## src/rtl/sprite_draw_ctrl.sv

```systemverilog
// sprite_draw_ctrl
//
// Purpose:
//   Overlays up to NSLOT fixed-size sprites on a background video stream.
//   Software writes sprite objects into a shadow table at any time; the
//   whole shadow table is copied into the active table once per frame, at
//   the last pixel of the frame (DrawX=799, DrawY=524). Because of this,
//   a frame is always drawn from one consistent snapshot. The active
//   table is hit-tested against the current pixel. The winning slot
//   drives a sprite ROM address. The ROM's palette index then selects
//   between the palette colour and the background.
//
// Pipeline (pixel coordinate presented in the cycle ending at edge N+1):
//   edge N+1 : rom_addr, hit, blank, bg registered            (stage 1)
//   edge N+2 : external ROM samples rom_addr; hit/blank/bg delayed
//              a second time                                  (stage 2)
//   edge N+3 : red/green/blue registered from rom_q/pal_*/bg  (stage 3)
//   The latency is a constant 3 cycles whether or not a sprite hits.
//
// Ports:
//   vga_clk                      sole clock, rising edge
//   Reset                        asynchronous, active-high
//   DrawX, DrawY [9:0]           current pixel coordinate (800x525 timing)
//   blank                        1 = visible region, 0 = blanking
//   bg_red/green/blue [3:0]      background colour of the current pixel
//   wr_en                        single-cycle object write strobe
//   wr_slot [1:0]                target slot of the write
//   wr_x, wr_y [9:0]             sprite top-left corner
//   wr_type [1:0]                sprite image select
//   wr_valid                     1 = slot drawn, 0 = slot disabled
//   commit_pending               shadow table holds uncommitted writes
//   rom_addr [11:0]              {type, row[4:0], col[4:0]} to sprite ROM
//   rom_q [7:0]                  palette index from ROM, 0 = transparent
//   pal_red/green/blue [3:0]     combinational palette colour of rom_q
//   red, green, blue [3:0]       registered output pixel colour

module sprite_draw_ctrl #(
  parameter int NSLOT   = 4,
  parameter int SPR_DIM = 32
) (
  input  logic        vga_clk,
  input  logic        Reset,
  input  logic [9:0]  DrawX,
  input  logic [9:0]  DrawY,
  input  logic        blank,
  input  logic [3:0]  bg_red,
  input  logic [3:0]  bg_green,
  input  logic [3:0]  bg_blue,
  input  logic        wr_en,
  input  logic [1:0]  wr_slot,
  input  logic [9:0]  wr_x,
  input  logic [9:0]  wr_y,
  input  logic [1:0]  wr_type,
  input  logic        wr_valid,
  output logic        commit_pending,
  output logic [11:0] rom_addr,
  input  logic [7:0]  rom_q,
  input  logic [3:0]  pal_red,
  input  logic [3:0]  pal_green,
  input  logic [3:0]  pal_blue,
  output logic [3:0]  red,
  output logic [3:0]  green,
  output logic [3:0]  blue
);

  // One sprite object: top-left corner, image select and enable.
  typedef struct packed {
    logic [9:0] x;
    logic [9:0] y;
    logic [1:0] kind;
    logic       valid;
  } obj_t;

  localparam logic [10:0] DIM = 11'(SPR_DIM);

  obj_t shadow_tbl [NSLOT];
  obj_t active_tbl [NSLOT];

  // The last pixel of the frame: the active table is swapped here so the
  // next frame starts from a fresh snapshot.
  logic commit;
  assign commit = (DrawX == 10'd799) && (DrawY == 10'd524);

  // ------------------------------------------------------------------
  // Object tables.
  // In the commit cycle the active table takes the pre-write shadow
  // contents (non-blocking semantics), while a simultaneous write lands
  // only in the shadow table and keeps commit_pending set.
  // ------------------------------------------------------------------
  always_ff @(posedge vga_clk or posedge Reset) begin
    if (Reset) begin
      for (int i = 0; i < NSLOT; i++) begin
        shadow_tbl[i] <= '0;
        active_tbl[i] <= '0;
      end
      commit_pending <= 1'b0;
    end else begin
      if (commit) begin
        for (int i = 0; i < NSLOT; i++) begin
          active_tbl[i] <= shadow_tbl[i];
        end
      end
      if (wr_en) begin
        shadow_tbl[wr_slot] <= '{x: wr_x, y: wr_y, kind: wr_type, valid: wr_valid};
      end
      if (wr_en) begin
        commit_pending <= 1'b1;
      end else if (commit) begin
        commit_pending <= 1'b0;
      end
    end
  end

  // ------------------------------------------------------------------
  // Hit test. Bounds are compared in 11 bits so that a sprite near the
  // right/bottom edge (x+SPR_DIM > 1023) is clipped rather than wrapping
  // around to column/row 0.
  // ------------------------------------------------------------------
  logic [NSLOT-1:0] hit_vec;
  logic [11:0]      addr_vec [NSLOT];

  always_comb begin
    logic [10:0] px, py, x_lo, y_lo;
    logic [4:0]  dx, dy;
    hit_vec = '0;
    for (int i = 0; i < NSLOT; i++) begin
      px   = {1'b0, DrawX};
      py   = {1'b0, DrawY};
      x_lo = {1'b0, active_tbl[i].x};
      y_lo = {1'b0, active_tbl[i].y};
      hit_vec[i] = active_tbl[i].valid &&
                   (px >= x_lo) && (px < x_lo + DIM) &&
                   (py >= y_lo) && (py < y_lo + DIM);
      // Inside the sprite the offset is below 32, so the difference of the
      // low five bits equals the true offset.
      dx = DrawX[4:0] - active_tbl[i].x[4:0];
      dy = DrawY[4:0] - active_tbl[i].y[4:0];
      addr_vec[i] = {active_tbl[i].kind, dy, dx};
    end
  end

  // Lowest slot index wins: scan downwards so the last assignment made is
  // the lowest hitting slot.
  logic        any_hit;
  logic [11:0] win_addr;

  always_comb begin
    any_hit  = 1'b0;
    win_addr = '0;
    for (int i = NSLOT - 1; i >= 0; i--) begin
      if (hit_vec[i]) begin
        any_hit  = 1'b1;
        win_addr = addr_vec[i];
      end
    end
  end

  // ------------------------------------------------------------------
  // Pixel pipeline. bg is carried as {red, green, blue}.
  // ------------------------------------------------------------------
  logic        s1_hit, s1_blank;
  logic [11:0] s1_bg;
  logic        s2_hit, s2_blank;
  logic [11:0] s2_bg;

  // Stage 1: ROM address plus sideband aligned to it.
  always_ff @(posedge vga_clk or posedge Reset) begin
    if (Reset) begin
      rom_addr <= '0;
      s1_hit   <= 1'b0;
      s1_blank <= 1'b0;
      s1_bg    <= '0;
    end else begin
      rom_addr <= win_addr;
      s1_hit   <= any_hit;
      s1_blank <= blank;
      s1_bg    <= {bg_red, bg_green, bg_blue};
    end
  end

  // Stage 2: sideband waits while the synchronous ROM reads.
  always_ff @(posedge vga_clk or posedge Reset) begin
    if (Reset) begin
      s2_hit   <= 1'b0;
      s2_blank <= 1'b0;
      s2_bg    <= '0;
    end else begin
      s2_hit   <= s1_hit;
      s2_blank <= s1_blank;
      s2_bg    <= s1_bg;
    end
  end

  // Stage 3: blanking forces black; an opaque sprite texel overrides the
  // background; a transparent texel (index 0) or no hit shows background.
  always_ff @(posedge vga_clk or posedge Reset) begin
    if (Reset) begin
      red   <= '0;
      green <= '0;
      blue  <= '0;
    end else if (!s2_blank) begin
      red   <= '0;
      green <= '0;
      blue  <= '0;
    end else if (s2_hit && (rom_q != 8'h00)) begin
      red   <= pal_red;
      green <= pal_green;
      blue  <= pal_blue;
    end else begin
      red   <= s2_bg[11:8];
      green <= s2_bg[7:4];
      blue  <= s2_bg[3:0];
    end
  end

endmodule

```

## config.mk

```make
export PLATFORM = sky130hd
export DESIGN_NAME = sprite_draw_ctrl
export DESIGN_NICKNAME = d
export VERILOG_FILES = /design/src/rtl/sprite_draw_ctrl.sv
export SDC_FILE = /design/constraint.sdc
export NUM_CORES = 1
export LEC_CHECK = 0
export ABC_CLOCK_PERIOD_IN_PS = 17960
export CAP_MARGIN = 20
export CORE_UTILIZATION = 40
export CTS_CLUSTER_DIAMETER = 120
export DETAILED_ROUTE_END_ITERATION = 8
export GPL_ROUTABILITY_DRIVEN = 0
export PLACE_DENSITY_LB_ADDON = 0.08
export SYNTH_ARGS = -nofsm -noshare
export SYNTH_HDL_FRONTEND = slang
export SYNTH_SLANG_ARGS = --single-unit
```

## constraint.sdc

```tcl
create_clock -name vga_clk -period 17.96 [get_ports vga_clk]
set_input_delay 5.388 -clock vga_clk [delete_from_list [all_inputs] [get_ports vga_clk]]
set_output_delay 5.388 -clock vga_clk [all_outputs]
set_load 0.01 [all_outputs]
```

======== Yosys cells after proc, flatten, opt, wreduce, memory -nomap -nowiden ========
Index checks and enable logic that the tools add are counted.
W data, S select, Z words.
cells by class
  multiplexer cells ....................... 19
  reduce and logical (&&, ||, !) cells .... 21
  bitwise logic cells ..................... 1
  add/subtract/negate cells ............... 16
  equal/unequal tests ..................... 2
  order comparisons ....................... 18
operator list
  operator                 number
  $bwmux W92               1
  $add A10 B6 Y11 const B  8
  $lt A10 B11 Y1           8
  $ge A10 B10 Y1           8
  $mux W12                 4
  $demux W23 S2            1
  $sub A5 B5 Y5            8
  $mux W4                  6
  $mux W23                 1
  $eq A10 B10 Y1 const B   2
  $logic_and A1 B1 Y1      19
  $reduce_bool A8 Y1       1
  $mux W1                  6
  $ge A3 B3 Y1 const B     1
  $lt A3 B1 Y1 const B     1
  $not A2 Y3               1
  $reduce_bool A2 Y1       1
storage, ports and cells
  bits in registers ....................... 237
  bits of input ports ..................... 81
  output and inout port bits .............. 25
  word-level logic and storage cells ...... 120

======== Longest topological paths before layout ========
Gate-level depths: netlist (run 1).
  depth in word-level cells ............... 9
  mapped depth ............................ 12
  mapped depth without buffers ............ 11

======== Least setup slack after synthesis (run 1) ========
OpenSTA, ideal clock, no wires.
  kind .................................... input port to flip-flop
  start point ............................. input port DrawX[0]
  end point ............................... register rom_addr[10]
  path buffers ............................ 1
  stages on the path ...................... 11
  required time ........................... 17806 ps
  data arrival time ....................... 7582 ps
  library setup time ...................... 154 ps
  setup slack ............................. 10224 ps
  path through ............................ inv_1 -> ha_1 -> fa_1 -> a21boi_0 -> o211a_1 -> o21ai_0 -> o211ai_2 -> or3_1 -> buf_4 -> a41oi_1 -> a222oi_1
on the way
  word-level cells in the longest chain between the ends .. 9
  elaborated cells on any way between the ends .. 28
  those cells by class .................... 8 x order compare; 4 x mux; 16 x reduce/logical
RTL lines
  item                              line  RTL
  start, declared                   43    input logic [9:0] DrawX,
  $ge A10 B10 Y1                    132   (px >= x_lo) && (px < x_lo + DIM) &&
  $logic_and A1 B1 Y1               131   hit_vec[i] = active_tbl[i].valid &&
  $logic_and A1 B1 Y1 (2 in a row)  132
  $logic_and A1 B1 Y1               133   (py >= y_lo) && (py < y_lo + DIM);
  $mux W12 (3 in a row)             151   if (hit_vec[i]) begin
  $mux W12 *                        151
  via win_addr[10]                  145   logic [11:0] win_addr;
  end signal, assigned              174   rom_addr <= win_addr;
  end, declared                     56    output logic [11:0] rom_addr,
The timed path passes the listed nets; every way through them passes the cells marked *.
A chain may end at the register's enable or synchronous reset.

======== Worst setup path after layout (run 1) ========
  start point ............................. input port DrawX[1]
  end point ............................... register rom_addr[10]
Same word-level chain as after synthesis.

==> flow_metrics.py, run 1 <==
metrics = {
    "die": {
        "io_pins": 106,
        "dieArea_um2": 32900,
        "fp.dieW_um": 181,
        "start_util": 0.407,
        "row_count": 65,
        "core_um2": 31600,
        "dieHeight_um": 181,
    },
    "setup_path": {
        "rrSetupSlack_ns": 14.42,
        "worstPathCellList": "clkdlybuf4s50_1 > inv_1 > fa_1 > a21boi_1 > o21ai_1 > a21o_1 > a31oi_1 > nor4_4 > nor2_1 > a222oi_1",
        "critPathLaunchType": "input port",
        "reg2reg_depth": 11,
        "worst-path-max-fanout": 19,
        "path_buf_inv": 2,
        "crit_type": "in -> reg",
        "critPathCaptureType": "flip-flop",
        "crit_family": "simple AND/OR/NAND/NOR gates",
        "r2r_end": "rom_addr[10]",
        "slowest_delay_ns": 0.85,
        "r2r-start": "active_tbl[77]",
        "cp.arrival_ns": 9.04,
        "cp_slowest_cell": "nor4_4",
        "crit_required_ns": 18.37,
    },
    "detailed_routing": {
        "top_layer_used": "met4",
        "drt_iter0_drc": 510,
        "ant_nets": 0,
        "met3_length_mm": 1.08,
        "wl_met2_mm": 13.5,
        "firstDrtPassIters": 6,
        "post-route-drc-count": 0,
        "met1_length_mm": 15.5,
        "routedWlPerCell_um": 19.5,
        "via_per_inst": 5.31,
        "route.vias.total": 8505,
        "wl_mm": 31.2,
    },
    "timing": {
        "worst_pin_slew_ns": 0.960,
        "max_freq_mhz": 116,
        "period_needed_ns": 8.63,
        "slew_headroom": 0.355,
        "rsz0062_at_grt": "false",
        "fin_skew_ns": 0.0108,
        "slew_violations": 0,
        "setup_viol": 0,
        "finalCritPeriodShare": 0.480,
        "setup_tns_ns": 0,
        "timing.hold.ws_ns": 0.347,
        "hold_viol_final": 0,
    },
    "clock_tree": {
        "h-tree-depth": 1,
        "cts.sink_count": 237,
        "hold_buffers": 0,
        "cts-resized-gates": 0,
        "clk_latency_ns": 0.53,
        "cts-root-buf": "clkbuf_16",
        "cts_buffer_depth": 3,
        "post_cts_buffers": 0,
        "clkSlewWorstSetupHoldPaths_ns": 0.06,
        "cts_tree": "done",
        "cts_buffers": 27,
    },
    "synth": {
        "yosys.area.top_type": "dfrtp_1",
        "synth_edf_count": 0,
        "synth.distinct_cells": 70,
        "synthCells": 1062,
        "ys_ff_latch": 237,
        "synth_top_family_by_area": "multiplexers",
        "synth_fa_ha_area_frac": 0.137,
        "synth_area_leaders": "dfrtp_1 (46%), mux2_2 (16%), ha_1 (12%)",
        "yosys.area_share.simple": 0.0740,
        "ys.flop_type": "dfrtp_1",
        "avgSynthCellArea_um2": 12.1,
        "ys_seq_area_frac": 0.461,
        "async_reset_ff_frac": 1.00,
        "yosys.area_share.xor_xnor": 0.0272,
        "synth.area.mux_share": 0.170,
        "yosysWarnings": 0,
        "synth_compound_area_frac": 0.0938,
        "synth_top_area_frac": 0.461,
        "synth_nets": 1279,
        "netlist_area_um2": 12900,
    },
    "placement": {
        "dp_hpwl_mm": 23.0,
        "io_buffers": 105,
    },
    "pwr": {
        "power_leakage_nw": 6.74,
        "swShare": 0.241,
        "p_comb_frac": 0.111,
        "p_int_w": 0.000969,
        "p_per_area_nw_per_um2": 83.6,
        "clockPowerShare": 0.422,
        "peakVddDrop_mv": 0.0569,
        "seqPwrFrac": 0.467,
        "p_switching_w": 0.000307,
        "power_w": 0.00128,
    },
    "global_routing": {
        "grt_first_pass_wirelength_mm": 50.5,
        "grt_overflow": 0,
        "grt_max_degree": 98,
        "antenna_found_initial": 0,
        "grt_pass1_vias": 8653,
        "groute.usage.overall": 0.197,
    },
    "cells_and_area": {
        "fin_nets": 1398,
        "final_layout_size_suffix_gt1_frac": 0.209,
        "regArea_um2": 5930,
        "multi_input_area_um2": 6470,
        "utilization": 0.483,
        "final_common_cell": "dfrtp_1",
        "syn_to_final_growth_pct": 18.7,
        "n_fill_cell": 2906,
        "num_antenna_cells": 0,
        "final_cell_mix": "dfrtp_1 (237), mux2_2 (184), ha_1 (128), clkdlybuf4s50_1 (105), inv_1 (93)",
    },
    "worst_hold_path": {
        "min_from": "s1_bg[5]",
        "whs_endpoint": "s2_bg[5]",
        "min_path_type": "reg -> reg",
        "min_path_cells": 0,
    },
    "job": {
        "cap_violations": 0,
    },
    "run_status": {
        "outcome": "finished clean",
    },
}
==> registers in the layout, indices dropped and copies added, names as in the netlist, 4 cells and up <==
| name | cells |
|---|---|
| active_tbl | 92 |
| shadow_tbl | 92 |
| rom_addr | 12 |
| s1_bg | 12 |
| s2_bg | 12 |
| blue | 4 |
| green | 4 |
| red | 4 |
==> metal layers <==
layer / global-route usage / up-vias
li1: - / 4109
met1: 0.286 / 4147
met2: 0.305 / 195
met3: 0.0238 / 54
met4: 0.0675 / 0
met5: 0 / -
==> synthesized netlist by cell type, types with 3 or more instances <==
cell type and instances:
nor4_1 9, nor3_1 8, fa_1 8, ha_1 128
o22ai_1 3, and3_1 7, a222oi_1 9, a221oi_1 4
xnor2_1 31, a21o_1 11, nand3_1 21, a211o_1 4
o2111ai_1 4, a41oi_1 8, clkbuf_1 21, inv_1 94
dfrtp_1 237, a21boi_1 3, nand4_1 14, xor2_1 9
mux2_2 184, o21ai_1 8, nor2b_1 25, nand3b_1 4
o21ai_0 22, mux2i_1 12, o221ai_1 3, nand2_1 23
nand2b_1 9, o31a_1 6, nor2_1 22, o21a_1 15
or4_1 3, a211oi_1 15, nand4b_1 4, nor4b_1 3
a21oi_1 30
==> stage by stage <==
stage | cells | cell area, um2 | setup slack (ns)
4_1_cts | 1603 | 15300 | 9.32
5_1_grt | 1603 | 15300 | 9.01
3_3_place_gp | 1554 | 14400 | 8.87
2_1_floorplan | 1062 | 12900 | 6.07
6_report | 1603 | 15300 | 9.33
3_5_place_dp | 1554 | 14400 | 8.78
==> worst max path at each step <==
stage	from	end	slack (ns)	cells after the start
after floorplan	Reset	active_tbl[0]	6.07	1
after global placement	DrawX[1]	rom_addr[0]	8.87	10
after detailed placement	DrawX[1]	rom_addr[10]	8.78	10
after CTS	DrawX[1]	rom_addr[10]	9.32	10
after global routing	DrawX[1]	rom_addr[10]	9.01	10
final	DrawX[1]	rom_addr[10]	9.33	10
==> cells by family (layout without fill, tap and decap cells) <==
kind of cell             count (synthesis)  count (layout)
multiplexers                           196             196
adder cells (fa/ha/maj)                136             136
XOR/XNOR                                40              40
flip-flops                             237             237
buffers and inverters                  122             261
AND/OR/NAND/NOR                        164             164
AO/OA/AOI/OAI                          167             167
==> power groups by stage <==
stage	sequential, W	clock [W]	combinational [W]
after floorplan	0.000601	0	0.0000890
after global placement	0.000605	0	0.000142
after detailed placement	0.000607	0	0.000143
after CTS	0.000597	0.000556	0.000144
after global routing	0.000602	0.000579	0.000158
final	0.000597	0.000538	0.000141
==> worst register-to-register path, stage by stage, from the launching register on <==
cell and delay [ns]:
dfrtp_1 0.43, ha_1 0.25, nand3_1 0.10, xnor2_1 0.13, ha_1 0.28, a21oi_1 0.13, nand2_1 0.08, a221oi_2 0.26
o211ai_1 0.20, nor4_4 0.76, nor2_1 0.41, a222oi_1 0.40
==> cell type report <==
cell class / count / area share
multi-input cells: 703 / 0.424
flip-flops and latches: 237 / 0.388
repair buffers: 115 / 0.0737
clock buffers: 34 / 0.0479
well taps: 402 / 0.0329
inverters: 97 / 0.0243
clock inverters: 15 / 0.00918
Note: power is estimated with default switching activity, not from simulation.
==> run 2, diff against run 1 <==
Settings changed: ABC_CLOCK_PERIOD_IN_PS 17960 to 8800.
Clock period 17.96 ns to 8.8 ns, I/O delays scaled along.
==> run 2 against run 1 <==
Against the previous run:
- setup slack worse by 6.4 ns
- count of clock-buffer cells in the layout up 3
- first-iteration DRC count shrank 24%
- clock power increased by 110%
- worst hold slack about the same
- routed wire length decreased by 0.26%
- global-route usage decreased by 0.26 points
- cell count is 0.12% lower
- cell area barely moved
- critical path type unchanged
- largest power group unchanged
==> flow_metrics.py, run 2 (synthesized netlist as in run 1, its figures left out) <==
metrics = {
    "clock_tree": {
        "clkSlewWorstSetupHoldPaths_ns": 0.06,
        "cts_tree": "done",
        "cts_buffers": 27,
        "post_cts_buffers": 0,
        "cts_buffer_depth": 3,
        "cts.sink_count": 237,
        "cts-root-buf": "clkbuf_16",
        "clk_latency_ns": 0.53,
        "hold_buffers": 0,
        "cts-resized-gates": 0,
        "h-tree-depth": 1,
    },
    "setup_path": {
        "critPathCaptureType": "flip-flop",
        "critPathLaunchType": "input port",
        "reg2reg_depth": 11,
        "rrSetupSlack_ns": 5.26,
        "worst-path-max-fanout": 19,
        "r2r_end": "rom_addr[10]",
        "worstPathCellList": "clkdlybuf4s50_1 > inv_1 > fa_1 > a21boi_1 > o21ai_1 > a21o_1 > a31oi_1 > nor4_4 > nor2_1 > a222oi_1",
        "r2r-start": "active_tbl[77]",
        "crit_type": "in -> reg",
        "cp.arrival_ns": 6.29,
        "cp_slowest_cell": "nor4_4",
        "slowest_delay_ns": 0.85,
        "worstSetupStartpoint": "DrawX[1]",
        "crit_required_ns": 9.21,
        "crit_end": "rom_addr[10]",
    },
    "detailed_routing": {
        "wl_mm": 31.1,
        "route.vias.total": 8511,
        "drt_iter0_drc": 387,
        "ant_nets": 0,
        "post-route-drc-count": 0,
        "firstDrtPassIters": 5,
        "routedWlPerCell_um": 19.4,
        "via_per_inst": 5.32,
    },
    "die": {
        "io_pins": 106,
        "start_util": 0.407,
        "dieArea_um2": 32900,
        "row_count": 65,
        "core_um2": 31600,
        "fp.dieW_um": 181,
        "dieHeight_um": 181,
    },
    "timing": {
        "slew_headroom": 0.326,
        "worst_pin_slew_ns": 1.01,
        "setup_tns_ns": 0,
        "hold_viol_final": 0,
        "rsz0062_at_grt": "false",
        "finalCritPeriodShare": 0.668,
        "fin_skew_ns": 0.0108,
        "max_freq_mhz": 170,
        "fin_ws_ns": 2.92,
        "setup_viol": 0,
        "period_needed_ns": 5.88,
        "slew_violations": 0,
    },
    "global_routing": {
        "grt_overflow": 0,
        "groute.usage.overall": 0.195,
        "grt_pass1_vias": 8705,
        "grt_first_pass_wirelength_mm": 49.8,
        "antenna_found_initial": 1,
        "grt_max_degree": 177,
    },
    "pwr": {
        "p_per_area_nw_per_um2": 171,
        "power_leakage_nw": 6.73,
        "p_switching_w": 0.000621,
        "peakVddDrop_mv": 0.126,
        "seqPwrFrac": 0.466,
        "swShare": 0.238,
        "p_comb_frac": 0.110,
        "p_int_w": 0.00199,
        "clockPowerShare": 0.423,
    },
    "placement": {
        "dp_slack_ns": 2.45,
        "dp_hpwl_mm": 22.6,
        "io_buffers": 105,
    },
    "cells_and_area": {
        "final_common_cell": "dfrtp_1",
        "final_cell_mix": "dfrtp_1 (237), mux2_2 (184), ha_1 (128), clkdlybuf4s50_1 (105), inv_1 (93)",
        "utilization": 0.483,
        "num_antenna_cells": 0,
        "n_fill_cell": 2870,
        "final_layout_size_suffix_gt1_frac": 0.207,
        "fin_nets": 1398,
        "syn_to_final_growth_pct": 18.8,
        "multi_input_area_um2": 6470,
        "regArea_um2": 5930,
        "largestRegisters": "active_tbl x92, shadow_tbl x92",
    },
    "worst_hold_path": {
        "min_path_cells": 0,
        "min_path_type": "reg -> reg",
    },
    "job": {
        "cap_violations": 0,
    },
    "run_status": {
        "outcome": "finished clean",
    },
}
run 2: cell types whose count changed in the layout (fill, tap and decap cells not counted), sizes merged:
cell / previous run / this run
clkinv: 10 / 7
clkbuf: 34 / 37
inv: 98 / 95
clkinvlp: 2 / 3
run 2: power groups by stage:
stage,combinational (W),sequential [W],clock (W)
after floorplan,0.000182,0.00123,0
after global placement,0.000289,0.00123,0
after detailed placement,0.000293,0.00124,0
final,0.000288,0.00122,0.00111
after global routing,0.000322,0.00123,0.00119
after CTS,0.000295,0.00122,0.00114
run 2: worst min-delay path by stage:
| stage | from | to | slack [ns] |
|---|---|---|---|
| after floorplan | s1_bg[0] | s2_bg[0] | 0.33 |
| after CTS | s1_bg[1] | s2_bg[1] | 0.35 |
| after global placement | s1_bg[2] | s2_bg[2] | 0.33 |
| after detailed placement | s1_bg[1] | s2_bg[1] | 0.33 |
| final | s1_bg[1] | s2_bg[1] | 0.35 |
| after global routing | s1_bg[1] | s2_bg[1] | 0.35 |
run 2: routing by layer:
| metal | vias to the layer above | track usage | wire length (um) |
|---|---|---|---|
| li1 | 4096 | - | - |
| met1 | 4160 | 0.276 | 15400 |
| met2 | 186 | 0.294 | 13000 |
| met3 | 69 | 0.0314 | 1370 |
| met4 | 0 | 0.0844 | 1340 |
| met5 | - | 0 | 0 |
run 2: cell type report:
| type | count | area share |
|---|---|---|
| inverter | 97 | 0.0241 |
| sequential | 237 | 0.388 |
| tap | 402 | 0.0329 |
| clock buffer | 37 | 0.0500 |
| multi-input combinational | 703 | 0.423 |
| clock inverter | 10 | 0.00688 |
| timing repair buffer | 115 | 0.0745 |
run 2: through the flow:
| step | hold WS (ns) | instance area (um2) | total power, W | instances |
|---|---|---|---|---|
| final | 0.347 | 15300 | 0.00261 | 1601 |
| after CTS | 0.348 | 15300 | 0.00266 | 1601 |
| after detailed placement | 0.335 | 14400 | 0.00153 | 1554 |
| after global routing | 0.353 | 15300 | 0.00274 | 1601 |
| after global placement | 0.332 | 14400 | 0.00152 | 1554 |
| after floorplan | 0.331 | 12900 | 0.00141 | 1062 |
run 2: critical path, delay by kind of cell:
| kind | cells | cell delay (ns) |
|---|---|---|
| AO/OA/AOI/OAI | 5 | 0.99 |
| adder cells (fa/ha/maj) | 1 | 0.52 |
| AND/OR/NAND/NOR | 2 | 1.25 |
| buffers and inverters | 2 | 0.87 |
==> run 3, diff against run 2 <==
Settings changed: ABC_CLOCK_PERIOD_IN_PS 8800 to 6020.
Clock period 8.8 ns to 6.02 ns, I/O delays scaled along.
==> run 3 against run 2 <==
Against the previous run:
- count of clock-buffer cells in the layout rose by 3
- non-clock buffer count rose by 7
- largest cell class unchanged
- clock skew rose by 0.0034 ns
- die area did not move
- cell count rose by 0.44%
- highest routed layer unchanged
- routed wire length rose by 1.9%
- core utilization rose by 0.28 points
- critical path type unchanged
- global-route usage rose by 0.42 points
==> flow_metrics.py, run 3 (synthesized netlist as in run 1, its figures left out) <==
metrics = {
    "run_status": {
        "outcome": "finished clean",
    },
    "cells_and_area": {
        "n_fill_cell": 2866,
        "syn_to_final_growth_pct": 19.4,
        "final_common_cell": "dfrtp_1",
        "fin_nets": 1405,
        "num_antenna_cells": 0,
        "final_layout_size_suffix_gt1_frac": 0.210,
        "final_cell_mix": "dfrtp_1 (237), mux2_2 (184), ha_1 (128), clkdlybuf4s50_1 (105), inv_1 (93)",
        "largestRegisters": "active_tbl x92, shadow_tbl x92",
        "final_cells": 1608,
        "final_area_um2": 15400,
    },
    "die": {
        "core_um2": 31600,
        "row_count": 65,
        "dieArea_um2": 32900,
        "io_pins": 106,
        "fp.dieW_um": 181,
        "start_util": 0.407,
        "dieHeight_um": 181,
    },
    "timing": {
        "slew_headroom": 0.354,
        "rsz0062_at_grt": "false",
        "fin_skew_ns": 0.0142,
        "slew_violations": 0,
        "setup_tns_ns": 0,
        "hold_viol_final": 0,
        "worst_pin_slew_ns": 0.970,
        "finalCritPeriodShare": 0.792,
        "max_freq_mhz": 210,
        "setup_viol": 0,
        "period_needed_ns": 4.77,
        "fin_ws_ns": 1.25,
    },
    "clock_tree": {
        "cts_buffer_depth": 3,
        "cts-resized-gates": 0,
        "h-tree-depth": 1,
        "hold_buffers": 0,
        "cts_buffers": 27,
        "cts-root-buf": "clkbuf_16",
        "cts_tree": "done",
        "clkSlewWorstSetupHoldPaths_ns": 0.06,
        "post_cts_buffers": 0,
        "clk_latency_ns": 0.53,
        "cts.sink_count": 237,
    },
    "job": {
        "cap_violations": 0,
    },
    "detailed_routing": {
        "wl_met2_mm": 13.4,
        "met1_length_mm": 16.0,
        "wl_mm": 31.7,
        "firstDrtPassIters": 5,
        "routedWlPerCell_um": 19.7,
        "drt_iter0_drc": 341,
        "top_layer_used": "met4",
        "met3_length_mm": 1.31,
        "post-route-drc-count": 0,
        "via_per_inst": 5.36,
        "ant_nets": 0,
        "route.vias.total": 8616,
    },
    "placement": {
        "dp_slack_ns": 0.759,
        "placed_cells": 1561,
        "dpl-instance-area_um2": 14500,
        "dp_hpwl_mm": 23.0,
        "io_buffers": 105,
    },
    "setup_path": {
        "critPathCaptureType": "flip-flop",
        "cp.arrival_ns": 5.12,
        "crit_required_ns": 6.37,
        "worst-path-max-fanout": 12,
        "rrSetupSlack_ns": 2.66,
        "crit_type": "in -> reg",
        "critPathLaunchType": "input port",
    },
    "pwr": {
        "p_per_area_nw_per_um2": 252,
        "peakVddDrop_mv": 0.194,
        "power_leakage_nw": 6.77,
        "power_w": 0.00388,
    },
    "global_routing": {
        "groute.usage.overall": 0.199,
        "antenna_found_initial": 0,
        "grt_first_pass_wirelength_mm": 51.1,
        "grt_overflow": 0,
        "grt_pass1_vias": 8905,
        "grt_max_degree": 156,
    },
    "worst_hold_path": {
        "min_path_type": "reg -> reg",
    },
}
-- run 3: cell count changes in the layout (fill, tap and decap cells not counted) --
cell       delta
inv_6         +1
clkbuf_1      +2
clkbuf_8      +1
buf_4         +7
clkinv_2      -5
bufinv_16     +1
-- run 3: final timing paths --
kind	from	cells after the start	to
setup / recovery	DrawX[1]	10	rom_addr[1]
hold / removal	s1_bg[10]	0	s2_bg[10]
setup reg to reg	active_tbl[31]	10	rom_addr[1]
hold reg to reg	s1_bg[10]	0	s2_bg[10]
max in group asynchronous	Reset	3	shadow_tbl[0]
min in group asynchronous	Reset	2	shadow_tbl[20]
-- run 3: through the flow --
step	hold WS, ns	util
6_report	0.347	0.486
5_1_grt	0.355	0.486
4_1_cts	0.348	0.486
3_5_place_dp	0.336	0.457
3_3_place_gp	0.332	0.457
2_1_floorplan	0.331	-
-- run 3: routing by layer --
metal,global-route usage,vias up
met3,0.0323,51
met1,0.293,4259
met4,0.0617,0
met5,0,-
li1,-,4125
met2,0.298,181
-- run 3: layout make-up --
type,count,area (um2),area share
multi-input cells,703,6470,0.421
flip-flops and latches,237,5930,0.386
repair buffers,122,1190,0.0775
clock buffers,40,785,0.0511
well taps,402,503,0.0327
inverters,97,368,0.0239
clock inverters,7,119,0.00774
-- run 3: report_power, final --
part	internal (W)	total [W]	switching [W]
clock	0.00102	0.00167	0.000644
combinational	0.000223	0.000427	0.000204
sequential	0.00172	0.00178	0.0000567
-- run 3: critical path: stages --
cell and delay [ns]:
clkdlybuf4s50_1 0.64, inv_1 0.24, fa_1 0.52, a21boi_0 0.16, o211a_1 0.21, o21ai_0 0.19
o211ai_2 0.29, or3_1 0.61, a41oi_1 0.29, a222oi_1 0.13
